--- src/rtl/forward_if.sv ---
// forward_if: start/operand/result bundle for the forward-pass block.
// Master drives start, x, w, b; slave returns activations, y, busy, done.
interface forward_if #(
  parameter int N = 4,
  parameter int M = 4
);
  logic                      start;
  logic [N*16-1:0]           x;
  logic [M*N*N*16-1:0]       w;
  logic [N*M*16-1:0]         b;
  logic [(M+1)*N*16-1:0]     activations;
  logic [N*16-1:0]           y;
  logic                      busy;
  logic                      done;

  modport master (
    output start, x, w, b,
    input  activations, y, busy, done
  );

  modport slave (
    input  start, x, w, b,
    output activations, y, busy, done
  );
endinterface

--- src/rtl/forward.sv ---
// forward: sequential M-layer, N-wide ReLU network forward pass in Q8.8.
// Define FORWARD_SATURATE_EN for saturating products and accumulation.
module forward #(
  parameter int N = 4,
  parameter int M = 4
) (
  input logic      clk,
  input logic      rst,
  forward_if.slave bus
);
  localparam int IW = $clog2(N) + 1;
  localparam int LW = $clog2(M) + 1;
  localparam int AW = (M + 1) * N * 16;
  localparam logic [IW-1:0] I_LAST = IW'(N - 1);
  localparam logic [LW-1:0] L_LAST = LW'(M - 1);

  typedef enum logic [2:0] {
    IDLE, INIT_ROW, MAC, STORE, NEXT_LAYER, DONE_STATE
  } state_t;

  state_t             state;
  logic [LW-1:0]      layer;
  logic [IW-1:0]      i;
  logic [IW-1:0]      j;
  logic signed [15:0] acc;
  logic signed [15:0] acc_nxt;
  logic signed [15:0] w_cur;
  logic signed [15:0] a_cur;
  logic signed [15:0] b_cur;
  logic signed [15:0] term;
  logic signed [31:0] prod;
  logic [AW-1:0]      act;
  logic               busy;
  logic               done;

  always_comb begin
    w_cur = bus.w[(int'(layer) * N * N + int'(i) * N + int'(j)) * 16 +: 16];
    a_cur = act[(int'(layer) * N + int'(j)) * 16 +: 16];
    b_cur = bus.b[(int'(layer) * N + int'(i)) * 16 +: 16];
    prod  = w_cur * a_cur;
  end

`ifdef FORWARD_SATURATE_EN
  logic signed [16:0] sum;
  logic               unused_lo;

  // Product clamps when bits above the Q8.8 window disagree.
  always_comb begin
    if (prod[31:23] == '0 || prod[31:23] == '1)
      term = prod[23:8];
    else
      term = prod[31] ? 16'sh8000 : 16'sh7fff;
    sum = {acc[15], acc} + {term[15], term};
    if (sum[16] != sum[15])
      acc_nxt = sum[16] ? 16'sh8000 : 16'sh7fff;
    else
      acc_nxt = sum[15:0];
  end

  assign unused_lo = ^prod[7:0];
`else
  logic unused_bits;

  assign term        = prod[23:8];
  assign acc_nxt     = acc + term;
  assign unused_bits = ^{prod[31:24], prod[7:0]};
`endif

  always_ff @(posedge clk) begin
    if (!rst) begin
      state <= IDLE;
      layer <= '0;
      i     <= '0;
      j     <= '0;
      acc   <= '0;
      act   <= '0;
      busy  <= 1'b0;
      done  <= 1'b0;
    end else begin
      unique case (state)
        IDLE: begin
          done <= 1'b0;
          if (bus.start) begin
            act[N*16-1:0] <= bus.x;
            layer <= '0;
            i     <= '0;
            busy  <= 1'b1;
            state <= INIT_ROW;
          end
        end
        INIT_ROW: begin
          acc   <= b_cur;
          j     <= '0;
          state <= MAC;
        end
        MAC: begin
          acc <= acc_nxt;
          if (j == I_LAST)
            state <= STORE;
          else
            j <= j + 1'b1;
        end
        STORE: begin
          act[(int'(layer) * N + N + int'(i)) * 16 +: 16]
            <= acc[15] ? '0 : acc;
          if (i == I_LAST) begin
            state <= NEXT_LAYER;
          end else begin
            i     <= i + 1'b1;
            state <= INIT_ROW;
          end
        end
        NEXT_LAYER: begin
          if (layer == L_LAST) begin
            state <= DONE_STATE;
          end else begin
            layer <= layer + 1'b1;
            i     <= '0;
            state <= INIT_ROW;
          end
        end
        DONE_STATE: begin
          done  <= 1'b1;
          busy  <= 1'b0;
          state <= IDLE;
        end
        default: state <= IDLE;
      endcase
    end
  end

  assign bus.activations = act;
  assign bus.y           = act[M*N*16 +: N*16];
  assign bus.busy        = busy;
  assign bus.done        = done;
endmodule
--- src/flat_wrapper.sv ---
// flat-port wrapper written by rule: the top's interface ports become plain ports
module forward_flat 
#(
  parameter int N = 4,
  parameter int M = 4
)
  (clk, rst, bus_start, bus_x, bus_w, bus_b, bus_activations, bus_y, bus_busy, bus_done);
  forward_if #(.N(N), .M(M)) bus_i ();
  input logic clk;
  input logic rst;
  input wire logic [$bits(bus_i.start)-1:0] bus_start;
  input wire logic [$bits(bus_i.x)-1:0] bus_x;
  input wire logic [$bits(bus_i.w)-1:0] bus_w;
  input wire logic [$bits(bus_i.b)-1:0] bus_b;
  output wire logic [$bits(bus_i.activations)-1:0] bus_activations;
  output wire logic [$bits(bus_i.y)-1:0] bus_y;
  output wire logic [$bits(bus_i.busy)-1:0] bus_busy;
  output wire logic [$bits(bus_i.done)-1:0] bus_done;
  assign bus_i.start = bus_start;
  assign bus_i.x = bus_x;
  assign bus_i.w = bus_w;
  assign bus_i.b = bus_b;
  assign bus_activations = bus_i.activations;
  assign bus_y = bus_i.y;
  assign bus_busy = bus_i.busy;
  assign bus_done = bus_i.done;
  forward #(.N(N), .M(M)) u_core (.clk(clk), .rst(rst), .bus(bus_i));
endmodule
--- config.mk ---
export PLATFORM = sky130hd
export DESIGN_NAME = forward_flat
export DESIGN_NICKNAME = d
export VERILOG_FILES = /design/src/rtl/forward_if.sv /design/src/rtl/forward.sv /design/src/flat_wrapper.sv
export SDC_FILE = /design/constraint.sdc
export NUM_CORES = 2
export LEC_CHECK = 0
export BUFFER_PORTS_ARGS = -buffer_cell sky130_fd_sc_hd__buf_4
export CAP_MARGIN = 20
export CORE_AREA = 2 2 673 675
export DETAILED_ROUTE_END_ITERATION = 16
export DIE_AREA = 0 0 675 677
export PLACE_DENSITY = 0.3
export SYNTH_ARGS = -nofsm -noshare
export SYNTH_HDL_FRONTEND = slang
export SYNTH_SLANG_ARGS = --single-unit
--- constraint.sdc ---
create_clock -name clk -period 11.2 [get_ports clk]
set_clock_uncertainty 0.05 [all_clocks]
set_input_delay 1.12 -clock clk [delete_from_list [all_inputs] [get_ports clk]]
set_output_delay 1.12 -clock clk [all_outputs]
set_load 0.02 [all_outputs]
==> reports/metrics.cfg <==
[global_route]
antenna_found_initial = 225
grt_remaining_overflow = 0
grt_pass1_wl_microns = 505000
grtUsageTotal = 0.176
grt_max_degree = 166
grt_pass1_vias = 38300

[hold_path]
worstHoldStart = u_core.bus.activations[158]
holdCritPathClass = reg2reg
hold_path_depth = 2
min_to = u_core.bus.activations[158]

[worst_setup_path]
path_common_cell = fa_1
worstSetupStartpoint = u_core.j[0]
critPathLaunchType = flip-flop
path_class = reg2reg
r2r_setup_slack_ns = 0.49
cpPeakStageDelay_ns = 0.79
crit_fanout = 48
worst_r2r_startpoint = u_core.j[0]
crit_slowest_cell = mux4_2
r2r_end = u_core.acc[15]
cp_data_required_time_ns = 11.70
critPathArrivalTime_ns = 11.20
reg2reg_depth = 35
worstSetupEndpointType = flip-flop

[clocking]
hold_buffers = 0
root_buffer = clkbuf_16
clockBufferDepth = 3
numCtsBuffers = 45
cts_tree = built
clkSlewWorstSetupHoldPaths_ns = 0.06
h-tree-depth = 2
cts.sinks = 334
insertion_delay_ns = 0.65

[cells_and_area]
area_growth_syn_to_layout_pct = 64.5
final_util = 0.127
nets = 6756
drive_above_1_share = 0.493
nFillCells = 51700

[floorplan]
die-area_sq_mm = 0.457
dieHeight_microns = 677
start_util = 0.0770
io_pins = 1733
die_w_microns = 675
coreArea_sq_mm = 0.451
fp-row-count = 247

[routing]
vias_per_cell = 3.45
drtIter0Drc = 3315
antenna_left = 0
post-route-drc-count = 0
totalWireLength_microns = 417000
drt-pass1-iter-count = 6
vias = 38600
wl_per_cell_microns = 37.3

[power_and_ir_drop]
leakagePower_uw = 0.0222
p_switching_uw = 3240
cellPowerDensity_mw_per_mm2 = 129
power_frac_comb = 0.601
p_sw_frac = 0.442
p_seq_frac = 0.176
p_clk_frac = 0.223
vdd_drop_max_v = 0.000240
p_int_uw = 4100

[sta]
period_needed_ns = 10.71
setup_violations = 0
fin_crit_sh = 0.956
slew_headroom = 0.191
whs_ns = 0.432
hold_violations = 0
slew_viol_final = 0
rsz0062_at_grt = false
fmaxAchievable_mhz = 93.4
tightest_slew_ns = 1.21

[yosys]
seq_area_frac_synth = 0.193
synth_edf_count = 0
synth_ff_type = dfxtp_1
synth_cells = 3500
ys_ff_latch = 334
syn_area_per_cell_sq_um = 9.91
yosys_warnings = 0
async_flop_share = 0
synth_area_sq_mm = 0.0347
ys_types = 70

[placed_design]
routabilityCongestion = 0.926
port_buffers = 1712
dp_hpwl_microns = 372000

[outcome]
status = completed

[job]
cap_violations = 0

==> cell type report <==
class | count | area (sq um) | area share
Antenna cell | 46 | 115 | 0.00202
Clock buffer | 61 | 1310 | 0.0229
Clock inverter | 23 | 314 | 0.00550
Inverter | 268 | 1010 | 0.0178
Multi-Input combinational cell | 2549 | 25100 | 0.441
Sequential cell | 334 | 6700 | 0.117
Tap cell | 5976 | 7480 | 0.131
Timing Repair Buffer | 1922 | 15000 | 0.262
==> worst max-delay path, delay by kind of cell, from the launching register on <==
kind	cells	cell delay [ns]
fa+ha+maj	8	3.69
compound gates	11	2.27
mux	3	1.92
simple gates	7	1.25
buf+inv	5	0.61
flops	1	0.47
xor+xnor	1	0.18
==> through the flow <==
stage          cells  instance area [sq um]  setup slack, ns  power, uW  setup TNS (ns)
6_report       11200                  57100            0.495       7340               0
5_1_grt        11100                  57000          0.00248       7870               0
4_1_cts        11100                  56800            0.149       7470               0
3_5_place_dp   11000                  55100          -0.0195       5800         -0.0195
3_3_place_gp   11000                  55000           -0.184       5820          -0.184
2_1_floorplan   3519                  34700            0.594       3920               0
==> sequential cells by signal, indices dropped and copies added (netlist names) <==
signal                  count
u_core.layer                3
u_core.bus.activations    304
u_core.bus.done             1
u_core.i                    3
u_core.state                3
u_core.acc                 16
u_core.j                    3
u_core.bus.busy             1
==> synth_stat cells (31+ instances only) <==
master    instances  area share
fa_1            187        0.11
clkbuf_1        191       0.021
mux2i_1          31      0.0089
buf_4            97       0.021
xnor2_1          34      0.0086
nor3_1           83       0.012
o21ai_0          88       0.013
inv_1           267       0.029
a21oi_1         335       0.048
nand3_1          61      0.0088
nor2b_1          71       0.013
ha_1            102       0.037
mux4_2          488        0.32
nor2_1          522       0.057
dfxtp_1         334        0.19
nand2b_1         33      0.0060
nand2_1         221       0.024
==> routing by layer <==
| metal | part of all wire | wire (microns) | vias up | GRT usage |
|---|---|---|---|---|
| li1 | - | - | 15800 | - |
| met1 | 0.41 | 172000 | 20200 | 0.221 |
| met5 | 0.00096 | 402 | - | 0 |
| met2 | 0.49 | 204000 | 2043 | 0.304 |
| met3 | 0.074 | 31000 | 397 | 0.0407 |
| met4 | 0.025 | 10600 | 60 | 0.0349 |
==> how the worst max path moves through the flow <==
stage                endpoint  slack [ns]
2_1_floorplan  u_core.acc[15]        0.59
3_3_place_gp   u_core.acc[15]       -0.18
3_5_place_dp   u_core.acc[15]       -0.02
4_1_cts        u_core.acc[15]        0.15
5_1_grt        u_core.acc[15]       0.002
6_report       u_core.acc[15]        0.49
==> kinds of logic (layout without fill, tap and decap cells) <==
kind of cell / count (synthesis) / in the layout / synth area share
adder cells (fa/ha/maj): 289 / 289 / 0.145
other: 1 / 66 / 0.000108
buffers and inverters: 636 / 2274 / 0.0879
multiplexers: 523 / 523 / 0.327
AO/OA/AOI/OAI: 568 / 568 / 0.0930
AND/OR/NAND/NOR: 1099 / 1099 / 0.140
XOR/XNOR: 50 / 50 / 0.0138
flip-flops: 334 / 334 / 0.193
==> placed cells by master, fill, tap and decap left out, drive strengths merged, types with 5 or more instances in the layout <==
master   instances
a2111oi          8
a211oi          30
a21o            12
a21oi          336
a22oi           22
a31oi           27
and2            16
and3            28
buf           1922
bufinv           5
clkbuf          61
clkinv          13
conb            20
dfxtp          334
diode           46
fa             187
ha             102
inv            270
mux2i           31
mux4           488
nand2          221
nand2b          33
nand3           61
nand3b           7
nand4           10
nor2           522
nor2b           71
nor3            83
nor3b            6
nor4            11
o211ai           5
o21ai           89
o21bai           5
or2             20
xnor2           34
xor2            13
==> timing repair <==
action | 4_1_cts | 5_1_grt
setup endpoints to repair | 1 | 3
pin swaps | 0 | 1
setup buffers | 3 | 1
gates resized for setup | 0 | 5
==> power groups by stage <==
stage	Sequential (uW)	Clock [uW]	Combinational, uW
after global routing	1290	1700	4880
after CTS	1290	1670	4510
after floorplan	1310	0	2620
after global placement	1330	0	4500
after detailed placement	1320	0	4490
final	1290	1640	4410
No activity file was read; power rests on OpenSTA's default activity.
